File: src/rtl/mux_scan_pkg.sv
// Shared types and helpers for the mux_scan_n registered multiplexer.
// Holds the scan FSM states, the mode encodings and a lowest-set-bit search.
package mux_scan_pkg;

    typedef enum logic [1:0] {
        ST_IDLE,
        ST_SCAN,
        ST_FIN
    } state_t;

    localparam logic MODE_DIRECT = 1'b0;
    localparam logic MODE_SCAN   = 1'b1;

    localparam int MAX_CH = 64;

    // Lowest set bit of mask at or above index 'from'; returns found, index via idx.
    function automatic logic next_set_bit(input logic [MAX_CH-1:0] mask,
                                          input int from,
                                          output int idx);
        logic found;
        found = 1'b0;
        idx   = 0;
        for (int i = MAX_CH - 1; i >= 0; i--) begin
            if (mask[i] && (i >= from)) begin
                found = 1'b1;
                idx   = i;
            end
        end
        return found;
    endfunction

endpackage

File: src/rtl/mux_scan_prienc.sv
// Priority encoder: lowest set mask bit whose index is >= from.
// from=0 gives the first scan channel, from=ptr+1 gives the next one.
module mux_scan_prienc
    import mux_scan_pkg::*;
#(
    parameter int NCH = 8,
    parameter int SW  = $clog2(NCH)
) (
    input  logic [NCH-1:0] mask,
    input  logic [SW:0]    from,
    output logic           found,
    output logic [SW-1:0]  idx
);

    int hit;

    always_comb begin
        hit   = 0;
        found = next_set_bit(MAX_CH'(mask), int'(from), hit);
        idx   = SW'(hit);
    end

endmodule

File: src/rtl/mux_scan_n.sv
// Registered N-channel, DW-bit multiplexer with direct and scan modes,
// complementary outputs and a valid/ready output stream.
module mux_scan_n
    import mux_scan_pkg::*;
#(
    parameter int NCH = 8,
    parameter int DW  = 1,
    parameter int SW  = $clog2(NCH)
) (
    input  logic              clock,
    input  logic              reset,
    input  logic [NCH*DW-1:0] data,
    input  logic [SW-1:0]     select,
    input  logic              enb,
    input  logic              mode,
    input  logic [NCH-1:0]    chan_mask,
    input  logic              start,
    input  logic              ready,
    output logic [DW-1:0]     y,
    output logic [DW-1:0]     w,
    output logic [SW-1:0]     y_ch,
    output logic              valid,
    output logic              done
);

    logic [DW-1:0]  ch [NCH];
    state_t         state_reg;
    logic [SW-1:0]  ptr_reg;
    logic [NCH-1:0] mask_reg;
    logic [DW-1:0]  y_reg;
    logic [SW-1:0]  y_ch_reg;
    logic           valid_reg;
    logic           done_reg;

    logic [NCH-1:0] pe_mask;
    logic [SW:0]    pe_from;
    logic           pe_found;
    logic [SW-1:0]  pe_idx;
    logic [DW-1:0]  direct_y;
    logic           hold;

    generate
        for (genvar gi = 0; gi < NCH; gi++) begin : g_ch
            assign ch[gi] = data[gi*DW +: DW];
        end
    endgenerate

    // In IDLE the encoder looks at the live mask for the first channel;
    // during a sweep it searches the captured mask above the current pointer.
    assign pe_mask = (state_reg == ST_IDLE) ? chan_mask : mask_reg;
    assign pe_from = (state_reg == ST_IDLE) ? '0 : ({1'b0, ptr_reg} + (SW+1)'(1));

    mux_scan_prienc #(
        .NCH (NCH),
        .SW  (SW)
    ) u_prienc (
        .mask  (pe_mask),
        .from  (pe_from),
        .found (pe_found),
        .idx   (pe_idx)
    );

    // Out-of-range selects (non-power-of-2 NCH) yield zero data.
    assign direct_y = ({1'b0, select} < (SW+1)'(NCH)) ? ch[select] : '0;
    assign hold     = valid_reg & ~ready;

    always_ff @(posedge clock) begin
        if (reset) begin
            state_reg <= ST_IDLE;
            ptr_reg   <= '0;
            mask_reg  <= '0;
            y_reg     <= '0;
            y_ch_reg  <= '0;
            valid_reg <= 1'b0;
            done_reg  <= 1'b0;
        end else if (enb) begin
            state_reg <= ST_IDLE;
            y_reg     <= '0;
            valid_reg <= 1'b0;
            done_reg  <= 1'b0;
        end else begin
            case (state_reg)
                ST_IDLE: begin
                    done_reg <= 1'b0;
                    if (mode == MODE_DIRECT) begin
                        if (!hold) begin
                            y_reg     <= direct_y;
                            y_ch_reg  <= select;
                            valid_reg <= 1'b1;
                        end
                    end else begin
                        valid_reg <= 1'b0;
                        if (start) begin
                            mask_reg <= chan_mask;
                            if (pe_found) begin
                                ptr_reg   <= pe_idx;
                                state_reg <= ST_SCAN;
                            end else begin
                                state_reg <= ST_FIN;
                                done_reg  <= 1'b1;
                            end
                        end
                    end
                end
                ST_SCAN: begin
                    if (!valid_reg) begin
                        y_reg     <= ch[ptr_reg];
                        y_ch_reg  <= ptr_reg;
                        valid_reg <= 1'b1;
                    end else if (ready) begin
                        // Accepted: load the next channel in the same edge.
                        if (pe_found) begin
                            ptr_reg  <= pe_idx;
                            y_reg    <= ch[pe_idx];
                            y_ch_reg <= pe_idx;
                        end else begin
                            valid_reg <= 1'b0;
                            state_reg <= ST_FIN;
                            done_reg  <= 1'b1;
                        end
                    end
                end
                ST_FIN: begin
                    done_reg  <= 1'b0;
                    state_reg <= ST_IDLE;
                end
                default: state_reg <= ST_IDLE;
            endcase
        end
    end

    assign y     = y_reg;
    assign w     = ~y_reg;
    assign y_ch  = y_ch_reg;
    assign valid = valid_reg;
    assign done  = done_reg;

endmodule

File: config.mk
export PLATFORM = sky130hd
export DESIGN_NAME = mux_scan_n
export DESIGN_NICKNAME = d
export VERILOG_FILES = /design/src/rtl/mux_scan_pkg.sv /design/src/rtl/mux_scan_prienc.sv /design/src/rtl/mux_scan_n.sv
export SDC_FILE = /design/constraint.sdc
export NUM_CORES = 1
export LEC_CHECK = 0
export BUFFER_PORTS_ARGS = -buffer_cell sky130_fd_sc_hd__buf_4
export CAP_MARGIN = 20
export CORE_ASPECT_RATIO = 1.1
export CORE_MARGIN = 4
export CORE_UTILIZATION = 55
export DETAILED_ROUTE_END_ITERATION = 16
export PLACE_DENSITY_LB_ADDON = 0.2
export REMOVE_ABC_BUFFERS = 1
export SETUP_SLACK_MARGIN = 0.4
export SLEW_MARGIN = 20
export SYNTH_ARGS = -nofsm -noshare
export SYNTH_HDL_FRONTEND = slang
export SYNTH_SLANG_ARGS = --single-unit
File: constraint.sdc
create_clock -name clock -period 6.5 [get_ports clock]
set_input_delay 0.65 -clock clock [delete_from_list [all_inputs] [get_ports clock]]
set_output_delay 0.65 -clock clock [all_outputs]
set_load 0.02 [all_outputs]
==> results of run 1 <==
-- tightest hold or removal path: cells and delay by family, from the launching register on --
kind,cells,cell delay [ns]
AND/OR/NAND/NOR,1,0.05
flip-flops,1,0.33
AO/OA/AOI/OAI,1,0.05
-- layout make-up --
class | count | area, µm²
repair buffers | 31 | 232.7
clock buffers | 3 | 22.52
well taps | 34 | 42.54
fillers | 286 | 1070
multi-input cells | 174 | 1244
clock inverters | 1 | 7.507
inverters | 6 | 22.52
flip-flops and latches | 19 | 380.4
-- path summary, 6_finish.rpt --
path                                                start  slack (ns)                  endpoint  cells past startpoint
worst max-delay path            state_reg[1]$_SDFFE_PP0P_        3.40            y$_SDFFE_PP0P_                     10
worst min-delay path             mask_reg[6]$_SDFFE_PP0P_        0.46  mask_reg[6]$_SDFFE_PP0P_                      2
worst max register to register  state_reg[1]$_SDFFE_PP0P_        3.40            y$_SDFFE_PP0P_                     10
worst min register to register   mask_reg[6]$_SDFFE_PP0P_        0.46  mask_reg[6]$_SDFFE_PP0P_                      2
-- cells by family after synthesis --
group                    Yosys count  share of synthesized area
AO/OA/AOI/OAI                     66                     0.2948
flip-flops                        19                     0.2208
buffers and inverters             18                    0.05736
AND/OR/NAND/NOR                   85                     0.2484
XOR/XNOR                           1                   0.005084
multiplexers                      18                     0.1445
adder cells (fa/ha/maj)            4                    0.02905
-- power groups by stage --
stage	clock network, mW	logic [mW]	registers, mW
3_3_place_gp	0	0.108	0.131
2_1_floorplan	0	0.0726	0.132
4_1_cts	0.0680	0.109	0.129
6_report	0.0657	0.110	0.129
5_1_grt	0.0717	0.122	0.130
3_5_place_dp	0	0.109	0.131
-- cell usage in the layout (no fill, tap or decap), types with 4 or more instances in the layout --
master	n
a21oi_1	19
buf_4	31
dfxtp_1	19
ha_1	4
inv_1	6
mux2_2	5
mux2i_1	8
mux4_2	4
nand2_1	27
nand3_1	9
nor2_1	15
nor2b_1	4
nor3_1	7
o211ai_1	4
o21ai_0	5
-- per-layer routing --
metal | up-vias | wire, µm
li1 | 834 | -
met1 | 763 | 1781
met3 | 4 | 140
met5 | - | 0
met2 | 29 | 1978
met4 | 0 | 25
==> results.json, run 1 <==
{
  "setup-tns-final_ns": 0,
  "grt_max_degree": 29,
  "crit_chain": "inv_1, ha_1, mux2_2, o311a_1, o221ai_4, nand3_2, a221oi_1, a311oi_1, o211ai_1, nand3_1",
  "post-route-min-period_ns": 3.096,
  "power.share.sequential": 0.423,
  "cap_violations": 0,
  "yosysWarnings": 0,
  "die_width_um": 61.37,
  "clk_pin_slew_ns": 0.13,
  "ys_seq_elements": 19,
  "cts_root_buffer": "clkbuf_4",
  "drt_iter0_markers": 63,
  "antenna_left": 0,
  "pwr-share-comb": 0.361,
  "num_vias": 1630,
  "grt_setup_unrepaired": "no",
  "gr-usage-all-layers": 0.2102,
  "pwr-share-clk": 0.216,
  "critPathBufInv": 1,
  "viasPerCell": 6.082,
  "cpMaxStageDelayCell": "ha_1",
  "syn-cell-area_um2": 1723,
  "area_delta_synth_final_pct": 13.29,
  "max_slew_margin": 0.2997,
  "critical-path-max-stage-delay_ns": 0.87,
  "clk_latency_ns": 0.31,
  "synth_edf_count": 0,
  "hold_viol": 0,
  "cp-end-kind": "flop",
  "fp.dieArea_um2": 4093,
  "dp.final_hpwl_um": 3038,
  "holdWs_ns": 0.4648,
  "max_freq_mhz": 323.0,
  "grt.busiest_layer": "met2",
  "ios": 32,
  "antenna_found_initial": 0,
  "synth_seq_area_share": 0.2208,
  "core_area_um2": 3022,
  "cts_num_sinks": 19,
  "portBuffers": 31,
  "n_antenna_cell": 0,
  "grt_use_met3": 0.02326,
  "fin_cells": 268,
  "cts_made_buffers": 3,
  "grt_pass1_vias": 1559,
  "max-vdd-ir-drop_uv": 110.9,
  "critPathArrivalTime_ns": 3.30,
  "tritoncts": "yes",
  "yosys.area.top_type": "dfxtp_1",
  "p_leak_nw": 0.7419,
  "crit_required_ns": 6.71,
  "grt_pass1_wl_um": 6706,
  "syn_avg_cell_area_um2": 8.165,
  "p_sw_uw": 108.1,
  "p_per_area_nw_per_um2": 155.9,
  "netlist_top_cells_count": "nand2_1 (27), a21oi_1 (19), dfxtp_1 (19)",
  "htree_num_levels": 1,
  "largest_register_ffs": 8,
  "wl_per_cell_um": 14.65,
  "synth_area_leaders": "dfxtp_1 (22%), nand2_1 (5.9%), a21oi_1 (5.5%)",
  "synth_most_common_cell": "nand2_1",
  "synth_top_flop_cell": "dfxtp_1",
  "post_cts_buffers": 0,
  "post_cts_resized": 0,
  "switching_share": 0.3552,
  "drive_above_1_share": 0.2778,
  "hold_buffers": 0,
  "async_reset_ff_frac": 0,
  "setup_slack_ns": 3.404,
  "routed_wl_um": 3926,
  "worstMarginPinSlew_ns": 1.050,
  "fp.dieH_um": 66.70,
  "ys_types": 63,
  "synth_top_area_share": 0.2208,
  "path_delay_family": "compound AO/OA/AOI/OAI gates",
  "final_area_um2": 1952,
  "grt_use_met1": 0.2653,
  "total_power_uw": 304.2,
  "start_util": 0.5702,
  "clockBufferDepth": 2,
  "met2_usage": 0.3770,
  "finalCritPeriodShare": 0.4763,
  "place_congestion": 0.8521,
  "cp_max_fo": 28,
  "drtPass1Iterations": 6,
  "drc_errors": 0,
  "finalMaxSlewViolations": 0,
  "rows": 21,
  "grt.overflow.total": 0,
  "synth_cells": 211,
  "place_area_um2": 1922,
  "dpl.cell_count": 264,
  "hp-class": "flop to flop",
  "p_int_uw": 196.2,
  "critPathKind": "flop to flop",
  "pre_cts_ws_ns": 3.433,
  "startpoint_type": "flop",
  "finClkSkew_ns": 0.006597,
  "final_core_util": 0.6460,
  "outcome": "finished clean",
  "setup_violations": 0,
  "fin_nets": 264
}
(Power assumes the default switching activity.)
==> run 2: changes to the inputs <==
==> constraint.sdc (replaced) <==
create_clock -name clock -period 2.88 [get_ports clock]
set_input_delay 0.288 -clock clock [delete_from_list [all_inputs] [get_ports clock]]
set_output_delay 0.288 -clock clock [all_outputs]
set_load 0.02 [all_outputs]
==> run 2 against run 1 <==
Effect of this change:
- register-to-register slack got worse by 3.0 ns
- sequential share of layout area fell by 1.6 points
- first-iteration DRC count rose by 59%
- non-clock buffer count rose by 17
- count of clock-buffer cells in the layout did not move
- critical path depth rose by 1
- global-route usage rose by 0.62 points
- worst hold slack got worse by 0.25 ns
- sequential power rose by 120%
- die area did not move
==> results.json, run 2 (synthesized netlist as in run 1, its figures left out) <==
{
  "drtPass1Iterations": 4,
  "cts_num_sinks": 19,
  "hold_buffers": 0,
  "drt_iter0_markers": 100,
  "critPathArrivalTime_ns": 2.65,
  "finClkSkew_ns": 0.004966,
  "htree_num_levels": 1,
  "p_per_area_nw_per_um2": 337.2,
  "rows": 21,
  "cp_max_fo": 7,
  "start_util": 0.5702,
  "cts_root_buffer": "clkbuf_4",
  "startpoint_type": "flop",
  "cap_violations": 0,
  "area_delta_synth_final_pct": 26.00,
  "fin_nets": 281,
  "grt_setup_unrepaired": "yes",
  "dp.final_hpwl_um": 3192,
  "clockBufferDepth": 2,
  "crit_required_ns": 3.09,
  "antenna_left": 0,
  "tritoncts": "yes",
  "viasPerCell": 6.088,
  "post-route-min-period_ns": 2.436,
  "portBuffers": 31,
  "p_leak_nw": 0.8394,
  "grt.overflow.total": 0,
  "grt_pass1_vias": 1559,
  "fp.dieH_um": 66.70,
  "final_common_cell": "buf_4",
  "wl_per_cell_um": 15.46,
  "cpMaxStageDelayCell": "dfxtp_4",
  "hp-class": "input port to flop",
  "critPathKind": "flop to flop",
  "worstMarginPinSlew_ns": 0.4984,
  "total_power_uw": 732.1,
  "fillers": 248,
  "multi_input_area_um2": 1323,
  "place_congestion": 0.8108,
  "finalCritPeriodShare": 0.8460,
  "gr-usage-all-layers": 0.2165,
  "mostFrequentLayoutCells": "buf_4 (47), nand2_1 (27), a21oi_1 (19)",
  "seqCellArea_um2": 389.1,
  "crit_chain": "inv_1, ha_4, buf_4, mux2i_4, o211ai_1, buf_4, o21ai_4, nand2_2, o21ai_4, nand2_2, a2111oi_2",
  "clk_latency_ns": 0.30,
  "ios": 32,
  "die_width_um": 61.37,
  "fp.dieArea_um2": 4093,
  "drc_errors": 0,
  "max-vdd-ir-drop_uv": 292.2,
  "n_antenna_cell": 0,
  "drive_above_1_share": 0.3825,
  "setup-tns-final_ns": 0,
  "setup_violations": 0,
  "routed_wl_um": 4406,
  "max_freq_mhz": 410.4,
  "core_area_um2": 3022,
  "clk_pin_slew_ns": 0.13,
  "antenna_found_initial": 0,
  "finalMaxSlewViolations": 0,
  "cts_made_buffers": 3,
  "num_vias": 1735,
  "largest_register_ffs": 8,
  "critical-path-max-stage-delay_ns": 0.36,
  "cp-end-kind": "flop",
  "grt_pass1_wl_um": 6879,
  "hold_viol": 0,
  "grt_max_degree": 19,
  "outcome": "finished clean",
  "max_slew_margin": 0.6665
}
## run 2: cell count changes in the layout (fill, tap and decap cells not counted), moves of 2 or more
cell     change
buf_4       +16
ha_1         -2
dfxtp_2      +4
ha_4         +2
dfxtp_1      -5
## run 2: final timing paths
kind / from / endpoint / slack, ns / depth (start not counted)
min reg2reg: mask_reg[4]$_SDFFE_PP0P_ / mask_reg[4]$_SDFFE_PP0P_ / 0.46 / 2
max: state_reg[0]$_SDFFE_PP0P_ / state_reg[1]$_SDFFE_PP0P_ / 0.44 / 11
max reg2reg: state_reg[0]$_SDFFE_PP0P_ / state_reg[1]$_SDFFE_PP0P_ / 0.44 / 11
min: enb / done$_SDFFE_PP0P_ / 0.22 / 2
## run 2: area by class of cell
| type | instances | share of cell area |
|---|---|---|
| clock buffers | 3 | 0.01037 |
| clock inverters | 1 | 0.002305 |
| inverters | 6 | 0.01153 |
| multi-input cells | 174 | 0.6092 |
| flip-flops and latches | 19 | 0.1793 |
| well taps | 34 | 0.01960 |
| repair buffers | 48 | 0.1677 |
## run 2: timing repair
| item | in CTS | in global routing |
|---|---|---|
| cloned | 0 | 0 |
| buffers inserted | 0 | 11 |
| resized for setup | 4 | 19 |
| pin swaps | 0 | 12 |
| setup endpoints to repair | 9 | 7 |
| hold endpoints to repair | 0 | 0 |
## run 2: through the flow
step / setup slack [ns] / cell area (µm²) / std cells / utilization / hold WS (ns)
final: 0.4436 / 2171 / 285 / 0.7184 / 0.2156
after global routing: 0.3282 / 2171 / 285 / 0.7184 / 0.2124
after CTS: 0.4087 / 2013 / 274 / 0.6663 / 0.2083
after detailed placement: 0.1551 / 1967 / 270 / 0.6509 / 0.4477
after global placement: 0.2140 / 1967 / 270 / 0.6509 / 0.4445
after floorplan: 0.2190 / 1647 / 199 / - / 0.3561
## run 2: layer usage
metal  up-vias  global-route usage  part of all wire
met5         -                   0                 0
met4         0             0.05305             0.015
met3        12             0.03295             0.047
met2        60              0.3690              0.49
met1       805              0.2805              0.45
li1        858                   -                 -
## run 2: worst max-delay path: cells and delay by family, from the launching register on
family,cells,cell delay (ns)
adders and majority gates,1,0.18
and+or+nand+nor,2,0.22
buffers and inverters,3,0.38
AOI/OAI and AO/OA,4,0.90
DFF,1,0.36
muxes,1,0.29
## run 2: where the power goes
| part | switching, mW | internal, mW | leakage, nW |
|---|---|---|---|
| Clock | 0.0954 | 0.0518 | 0.0177 |
| Sequential | 0.0138 | 0.275 | 0.157 |
| Combinational | 0.152 | 0.145 | 0.665 |
==> run 3: changes to the inputs <==
==> constraint.sdc (replaced) <==
create_clock -name clock -period 2.3 [get_ports clock]
set_input_delay 0.23 -clock clock [delete_from_list [all_inputs] [get_ports clock]]
set_output_delay 0.23 -clock clock [all_outputs]
set_load 0.02 [all_outputs]
==> run 3 against run 2 <==
Effect of this change:
- clock skew up 0.0055 ns
- sequential share of layout area shrank 2.3 points
- global-route usage increased by 5.3 points
- total power grew 40%
- critical path depth increased by 2
- worst hold slack worse by 0.071 ns
- flip-flop and latch count unchanged
- clock power up 35%
- sequential power grew 24%
- non-clock buffer count rose by 22
- the flow now finishes with violations (setup timing)
- worst setup slack lost 0.65 ns
- critical path type unchanged
==> results.json, run 3 (synthesized netlist as in run 1, its figures left out) <==
{
  "final_common_cell": "buf_4",
  "cap_violations": 0,
  "tritoncts": "yes",
  "finalCritPeriodShare": 1.088,
  "cts_made_buffers": 3,
  "p_leak_nw": 0.9741,
  "finClkSkew_ns": 0.01043,
  "fp.dieH_um": 66.70,
  "outcome": "complete, but fails checks",
  "largest_register_ffs": 8,
  "grt_max_degree": 19,
  "hold_viol": 0,
  "critPathKind": "flop to flop",
  "n_antenna_cell": 0,
  "antenna_found_initial": 0,
  "dp.final_hpwl_um": 3424,
  "portBuffers": 31,
  "place_congestion": 0.8550,
  "clk_pin_slew_ns": 0.14,
  "setup_slack_ns": -0.2029,
  "rows": 21,
  "crit_required_ns": 2.51,
  "drt_iter0_markers": 156,
  "grt.overflow.total": 0,
  "hold_buffers": 0,
  "finalMaxSlewViolations": 0,
  "max_freq_mhz": 399.5,
  "gr-usage-all-layers": 0.2699,
  "cts_num_sinks": 19,
  "max-vdd-ir-drop_uv": 345.4,
  "num_vias": 1942,
  "ios": 32,
  "max_slew_margin": 0.6552,
  "worstMarginPinSlew_ns": 0.5153,
  "post-route-min-period_ns": 2.503,
  "grt_setup_unrepaired": "yes",
  "critPathArrivalTime_ns": 2.71,
  "fin_nets": 303,
  "clockBufferDepth": 2,
  "final_core_util": 0.8186,
  "cts_root_buffer": "clkbuf_4",
  "drtPass1Iterations": 6,
  "routed_wl_um": 5684,
  "cp_max_fo": 6,
  "area_delta_synth_final_pct": 43.57,
  "mostFrequentLayoutCells": "buf_4 (63), nand2_1 (27), a21oi_1 (18)",
  "viasPerCell": 6.326,
  "die_width_um": 61.37,
  "grt_pass1_vias": 1834,
  "place_area_um2": 2130,
  "final_area_um2": 2474,
  "htree_num_levels": 1,
  "fillers": 202,
  "startpoint_type": "flop",
  "wl_per_cell_um": 18.51,
  "p_per_area_nw_per_um2": 413.1,
  "setup_violations": 8,
  "start_util": 0.5702,
  "fp.dieArea_um2": 4093,
  "cp-end-kind": "flop",
  "seqCellArea_um2": 385.4,
  "drc_errors": 0,
  "violations": "setup timing",
  "drive_above_1_share": 0.4542,
  "grt_pass1_wl_um": 8418,
  "antenna_left": 0,
  "clk_latency_ns": 0.32,
  "total_power_mw": 1.022,
  "multi_input_area_um2": 1400,
  "core_area_um2": 3022,
  "hp-class": "input port to flop"
}
-- run 3: worst max-delay path, stage by stage, from the launching register on --
cell      delay [ns]
dfxtp_2         0.37
inv_2           0.05
ha_4            0.17
buf_12          0.13
nand4b_1        0.25
buf_4           0.21
o311a_4         0.11
o221ai_4        0.20
buf_6           0.16
a31oi_4         0.08
a41oi_2         0.23
a211oi_2        0.11
o211ai_1        0.20
nand3_1         0.10
-- run 3: path summary, 6_finish.rpt --
kind / depth (start not counted) / end / slack, ns / start
setup / recovery: 13 / y$_SDFFE_PP0P_ / -0.20 / state_reg[0]$_SDFFE_PP0P_
hold reg to reg: 2 / mask_reg[2]$_SDFFE_PP0P_ / 0.47 / mask_reg[2]$_SDFFE_PP0P_
hold / removal: 3 / mask_reg[5]$_SDFFE_PP0P_ / 0.14 / chan_mask[5]
setup reg to reg: 13 / y$_SDFFE_PP0P_ / -0.20 / state_reg[0]$_SDFFE_PP0P_
-- run 3: routing by layer --
metal	vias up	track usage	share of wire
met5	-	0	0
met4	0	0.06366	0.011
met3	9	0.03101	0.067
met2	112	0.4669	0.54
met1	921	0.3509	0.38
li1	900	-	-
-- run 3: per-stage QoR --
| stage | hold slack, ns | TNS [ns] | setup WS, ns | cells |
|---|---|---|---|---|
| after floorplan | 0.2981 | -2.636 | -0.3610 | 199 |
| after global placement | 0.4403 | -0.2331 | -0.1342 | 290 |
| after detailed placement | 0.4451 | -0.4302 | -0.1770 | 290 |
| after CTS | 0.1511 | -0.4244 | -0.1179 | 298 |
| after global routing | 0.1535 | -1.825 | -0.3049 | 307 |
| final | 0.1446 | -0.8412 | -0.2029 | 307 |
-- run 3: final cells by class --
class                           count  share of cell area
Sequential cell                    19              0.1558
Timing Repair Buffer               70              0.2398
Multi-Input combinational cell    174              0.5660
Inverter                            6            0.009105
Clock buffer                        3            0.009105
Clock inverter                      1            0.003035
Tap cell                           34             0.01720
-- run 3: timing repair --
action | in CTS | in global routing
setup endpoints to repair | 11 | 11
resized for setup | 12 | 25
setup buffers | 2 | 9
pin swaps | 10 | 16
gates cloned | 2 | 0
hold endpoints to repair | 0 | 0
-- run 3: report_power, final --
group	total, mW	switching, mW	leakage [nW]	internal (mW)
clock	0.198	0.132	0.0139	0.0665
combinational	0.466	0.236	0.804	0.230
sequential	0.358	0.0129	0.156	0.345
total	1.02	0.381	0.974	0.641
